**src/rtl/pipelined_adder.sv**
```systemverilog
// Chunked ripple-carry adder/subtractor pipeline: one CHUNK-bit slice per stage,
// with a single global advance enable providing valid/ready backpressure.
module pipelined_adder #(
  parameter int unsigned WIDTH = 16,
  parameter int unsigned CHUNK = 4
) (
  input  logic             clk,
  input  logic             reset,
  input  logic             in_valid,
  output logic             in_ready,
  input  logic [WIDTH-1:0] a,
  input  logic [WIDTH-1:0] b,
  input  logic             cin,
  input  logic             sub,
  output logic             out_valid,
  input  logic             out_ready,
  output logic [WIDTH-1:0] s,
  output logic             cout,
  output logic             ovf
);

  // WIDTH must be a whole multiple of CHUNK.
  localparam int unsigned STAGES = WIDTH / CHUNK;
  localparam int unsigned LAST   = STAGES - 1;
  localparam int unsigned CW     = CHUNK + 1;

  // Per-stage registers: valid, carry, operands and the partially built sum.
  logic             r_v   [STAGES];
  logic             r_c   [STAGES];
  logic [WIDTH-1:0] r_a   [STAGES];
  logic [WIDTH-1:0] r_b   [STAGES];
  logic [WIDTH-1:0] r_s   [STAGES];
  logic             r_ovf;

  // Per-stage inputs and results.
  logic             w_v_in  [STAGES];
  logic             w_c_in  [STAGES];
  logic [WIDTH-1:0] w_a_in  [STAGES];
  logic [WIDTH-1:0] w_b_in  [STAGES];
  logic [WIDTH-1:0] w_s_in  [STAGES];
  logic [WIDTH-1:0] w_s_nxt [STAGES];
  logic [CW-1:0]    w_sum   [STAGES];
  logic             w_ovf;
  logic             w_adv;

  // Stage datapath; subtraction is folded in at the entry as ~B with carry-in 1.
  always_comb begin
    w_adv     = !r_v[LAST] || out_ready;
    w_v_in[0] = in_valid;
    w_a_in[0] = a;
    w_b_in[0] = sub ? ~b : b;
    w_c_in[0] = sub | cin;
    w_s_in[0] = '0;
    for (int k = 1; k < int'(STAGES); k++) begin
      w_v_in[k] = r_v[k-1];
      w_a_in[k] = r_a[k-1];
      w_b_in[k] = r_b[k-1];
      w_c_in[k] = r_c[k-1];
      w_s_in[k] = r_s[k-1];
    end
    for (int k = 0; k < int'(STAGES); k++) begin
      w_sum[k]   = CW'(w_a_in[k][k*CHUNK +: CHUNK]) + CW'(w_b_in[k][k*CHUNK +: CHUNK])
                 + CW'(w_c_in[k]);
      w_s_nxt[k] = w_s_in[k];
      w_s_nxt[k][k*CHUNK +: CHUNK] = w_sum[k][CHUNK-1:0];
    end
    w_ovf = (w_a_in[LAST][WIDTH-1] == w_b_in[LAST][WIDTH-1]) &&
            (w_s_nxt[LAST][WIDTH-1] != w_a_in[LAST][WIDTH-1]);
  end

  // Whole pipeline shifts together on w_adv; bubble slots leave stage data untouched.
  always_ff @(posedge clk or posedge reset) begin
    if (reset) begin
      for (int k = 0; k < int'(STAGES); k++) begin
        r_v[k] <= 1'b0;
        r_c[k] <= 1'b0;
        r_a[k] <= '0;
        r_b[k] <= '0;
        r_s[k] <= '0;
      end
      r_ovf <= 1'b0;
    end else if (w_adv) begin
      for (int k = 0; k < int'(STAGES); k++) begin
        r_v[k] <= w_v_in[k];
        if (w_v_in[k]) begin
          r_c[k] <= w_sum[k][CHUNK];
          r_a[k] <= w_a_in[k];
          r_b[k] <= w_b_in[k];
          r_s[k] <= w_s_nxt[k];
        end
      end
      if (w_v_in[LAST]) r_ovf <= w_ovf;
    end
  end

  assign in_ready  = w_adv;
  assign out_valid = r_v[LAST];
  assign s         = r_s[LAST];
  assign cout      = r_c[LAST];
  assign ovf       = r_ovf;

endmodule

```
**config.mk**
```make
export PLATFORM = sky130hd
export DESIGN_NAME = pipelined_adder
export DESIGN_NICKNAME = d
export VERILOG_FILES = /design/src/rtl/pipelined_adder.sv
export SDC_FILE = /design/constraint.sdc
export NUM_CORES = 1
export LEC_CHECK = 0
export BUFFER_PORTS_ARGS = -buffer_cell sky130_fd_sc_hd__buf_2
export CORE_MARGIN = 1.5
export CORE_UTILIZATION = 50
export CTS_BUF_LIST = sky130_fd_sc_hd__clkbuf_8
export CTS_CLUSTER_SIZE = 30
export DETAILED_ROUTE_END_ITERATION = 10
export MAX_ROUTING_LAYER = met4
export PLACE_DENSITY = 0.71
export SYNTH_ARGS = -nofsm -noshare
export SYNTH_HDL_FRONTEND = slang
export SYNTH_SLANG_ARGS = --single-unit
```
**constraint.sdc**
```tcl
create_clock -name clk -period 3.69 [get_ports clk]
set_input_delay 0.369 -clock clk [delete_from_list [all_inputs] [get_ports clk]]
set_output_delay 0.369 -clock clk [all_outputs]
set_load 0.1 [all_outputs]
```
Yosys cells after proc, flatten, opt, wreduce, memory -nomap -nowiden --
Cells that the tools add are included.
Word-level totals: flip-flop bits (word level) 145, input bits 38, word-level logic and storage cells 39
Cells by class: add/sub/neg operators 8, equality and inequality tests 2, multiplexer cells 1, bitwise gates (word level) 2, reduce and logical (&&, ||, !) cells 7
Operators with widths (count):
- adder 4 x 4 -> 5 bit | 4
- adder 5 x 1 -> 5 bit | 4
- two-way mux 16 bit | 1
- NOT 16 bit | 1
- AND reduction 2 bit | 4
- == test 1 bit | 1
- logical AND 1 bit | 1
- logical NOT 1 bit | 1
- logical OR 1 bit | 1
- inequality test 1 bit | 1
- OR 1 bit | 1

Logic depth before layout (Yosys ltp) --
depth after elaboration 4, depth in mapped cells 8, depth with buffers taken out 6

Worst setup path after synthesis --
No wires, ideal clock.
path type input port to flip-flop, start in sub, end reg r_c[3] (netlist bit), library setup time 0.129 ns, arrival 2.196 ns, required time 3.561 ns, path slack 1.365 ns, stages 8, path buffers 2, path through buf_2 buf_2 or2_2 fa_1 fa_1 a21o_1 a21oi_1 o21ai_0
Between the ends: cells in the longest elaborated chain, start to end 3
RTL lines:
- from (decl) | line 14 | input logic sub,
- two-way mux 16 bit | line 51 | w_b_in[0] = sub ? ~b : b;
- adder 4 x 4 -> 5 bit | line 62 | w_sum[k] = CW'(w_a_in[k][k*CHUNK +: CHUNK]) + CW'(w_b_in[k][k*CHUNK +: CHUNK])
- adder 5 x 1 -> 5 bit (*) | line 63 | + CW'(w_c_in[k]);
- to (signal, indexed assignment) | line 86 | r_c[k] <= w_sum[k][CHUNK];
- to (decl) | line 29 | logic r_c [STAGES];
Every way passes the cells marked *; elsewhere a longest branch is shown, timed or not. A chain may end at the register's enable or synchronous reset.

Worst setup path in the final report --
start reg r_v, in the netlist out_valid, end out in_ready
Between the ends: cells in the longest elaborated chain, start to end 2
RTL lines:
- from (decl) | line 28 | logic r_v [STAGES];
- from (signal, indexed assignment) | line 84 | r_v[k] <= w_v_in[k];
- logical NOT 1 bit | line 48 | w_adv = !r_v[LAST] || out_ready;
- logical OR 1 bit | line 48
- to (decl) | line 10 | output logic in_ready,
No other way between the ends.

==> flow_summary.ini <==
[run_status]
outcome = finished, final reports clean

[logic_synthesis]
synth_top_family_by_area = multiplexers
synth_cell_type_count = 30
synth_top_area_share_pct = 53.92
synthFlopType = dfrtp_1
synth_simple_gate_area_share_pct = 3.280
synth_area_per_cell_um2 = 13.52
yosys-top-cells-count = 97 x dfrtp_1, 67 x mux2_2, 49 x o21ai_0, 17 x buf_4, 15 x xnor2_1
ys_seq_area_share_pct = 53.92
synth.most_common_cell = dfrtp_1
synthArstFlopShare_pct = 100.0
yosys_register_bits = 97
yosys_warnings = 0
synth_mux_area_share_pct = 16.76
synthXorXnorAreaFrac_pct = 3.891
synthAdderAreaFrac_pct = 6.893
synth_top_area_cell = dfrtp_1
syn_area_um2 = 4502
synth_edf_count = 0
synth_compound_area_share_pct = 9.311
synth_cells = 333
synth_nets = 391
ys_top_cells_by_area = dfrtp_1 54%, mux2_2 17%, o21ai_0 5.4%

[clocking]
numCtsBuffers = 9
hold_buffers = 0
htree_levels = 3
cts_setup_buffers = 0
cts_tree = yes
clk_latency_ns = 0.35
cts_buffer_depth = 2
clk_pin_slew_worst_paths_ns = 0.09
clock-root-buffer = clkbuf_8
cts_resized = 0
cts_sinks = 97

[place]
numPortBuffers = 57
hpwl_mm = 5.182
preCtsSetupSlack_ns = 1.331
gp_congestion = 0.8001

[routing]
drc = 0
drt_pass1_iterations = 4
vias_per_cell = 5.277
routedWlPerCell_um = 14.68
drt-initial-drc-count = 89
drtAntennaViolNets = 0
vias = 2570
routed_wl_mm = 7.149

[worst_setup_path]
worst_ep_arrival_time_ns = 1.87
r2r-start = out_valid
cp-start-kind = flip-flop
cp_max_fo = 28
end_kind = primary output
crit_type = reg2out
reg2reg_depth = 4
r2r-end = r_s[21]
required_ns = 3.32
timing.reg2reg.setup_slack_ns = 1.73

[floorplan]
rows = 34
ios = 58
die_height_um = 97.89
die-area_um2 = 9581
die_width_um = 97.89
coreArea_um2 = 8721
start_util_pct = 51.62

[sta]
setup_viol = 0
drv_slew = 0
tightestPinTransition_ns = 0.7551
finalSetupTns_ns = 0
rsz0062_at_grt = false
worst_clock_skew_ns = 0.004451
setup_slack_ns = 1.454
hold_viol_final = 0
finalCriticalPeriod_ns = 2.236
fmax_mhz = 447.2
fin_crit_sh_pct = 60.60
maxSlewHeadroom_pct = 49.60

[finish]
seq_area_um2 = 2427
antenna_cells = 0
post_route_cells_drive_above_1_share_pct = 39.31
nFillCells = 721
multiInputGateArea_um2 = 1807
layout.nets = 432
area_growth_pct = 8.421
fin_util_pct = 55.97

[grt]
grt_max_degree = 45
grt_pass1_vias = 2539
antenna_found_initial = 0
grt_pass1_wl_mm = 12.42
overflow = 0
grtUsageTotal_pct = 16.68

[hold_path]
min_path_type = in2async

[run]
max_cap_violations = 0

[power]
p_per_area_nw_per_um2 = 957.9
p_leak_nw = 2.212
ir_drop_mv = 0.3481
## power by group
group          internal, mW  total [mW]  leakage, nW  switching, mW
Sequential             1.54        1.82         1.17          0.282
Clock                 0.238       0.581       0.0836          0.343
Combinational         0.822        2.27        0.961           1.45
Total                  2.60        4.68         2.21           2.07
## cell families (layout without fill, tap and decap cells)
group,after synthesis,after routing
and+or+nand+nor,17,17
AOI/OAI and AO/OA,74,74
adders and majority gates,20,20
xor gates and xnor gates,20,20
muxes,67,67
DFF,97,97
buffers and inverters,38,84
## cell type report
cell class	count	share of cell area (%)
sequential	97	49.73
multi-input combinational	198	37.02
timing repair buffer	59	6.152
tap	108	2.769
clock buffer	9	2.538
inverter	9	0.9741
clock inverter	7	0.8203
## state kept, by name, summed over array words and instances, names as in the netlist
signal     cells
s             16
cout           1
r_a           24
out_valid      1
r_v            3
r_c            3
r_s           24
ovf            1
r_b           24
## critical path: stages, from the launching register on
cell	delay [ns]
dfrtp_1	0.35
nor2b_4	0.59
clkinv_8	0.21
buf_2	0.35
## per-stage QoR
step / instances / power, mW / hold slack, ns / cell area, µm²
after floorplan: 333 / 3.858 / 0.4677 / 4502
after global placement: 471 / 4.047 / 0.4828 / 4717
after detailed placement: 471 / 4.125 / 0.4843 / 4717
after CTS: 487 / 4.712 / 0.1301 / 4881
after global routing: 487 / 4.993 / 0.1643 / 4881
final: 487 / 4.676 / 0.1252 / 4881
## per-layer routing
layer  track usage [%]  wire length [µm]  vias to the layer above  part of all wire (%)
li1                  -                 -                     1241                     -
met1             23.68              3597                     1279                    50
met2             23.93              3230                       44                    45
met3             3.221               226                        6                   3.2
met4             6.264                95                        0                   1.3
met5                 -                 0                        -                     0
## worst max path at each step
stage / start / endpoint
4_1_cts: out_valid / in_ready
5_1_grt: out_valid / in_ready
3_5_place_dp: sub / r_c[3]
2_1_floorplan: reset / cout
6_report: out_valid / in_ready
3_3_place_gp: sub / r_c[3]
## cell usage in the layout (no fill, tap or decap)
cell        Yosys  routed
nor2_4          1       1
mux2_2         67      67
nor2b_1         1       1
nor2b_4         1       1
dfrtp_1        97      97
a211oi_1        2       2
clkbuf_8        0       9
or2_2           1       1
clkinvlp_4      0       3
nand2_8         2       2
clkinv_2        0       3
inv_1           8       9
clkinv_8        1       1
nand2_4         1       1
buf_2           2      57
ha_1           12      12
o41ai_2         1       1
nor3_1          1       1
xnor2_1        15      15
o21ai_0        49      49
a21boi_0        5       5
a21o_1          4       4
xor2_1          5       5
o31ai_1         4       4
nand2_1         2       2
a21oi_1         9       9
nand3_1         4       4
buf_4          17       2
fa_1            8       8
and3b_1         3       3
Note: power is estimated with default switching activity, not from simulation.
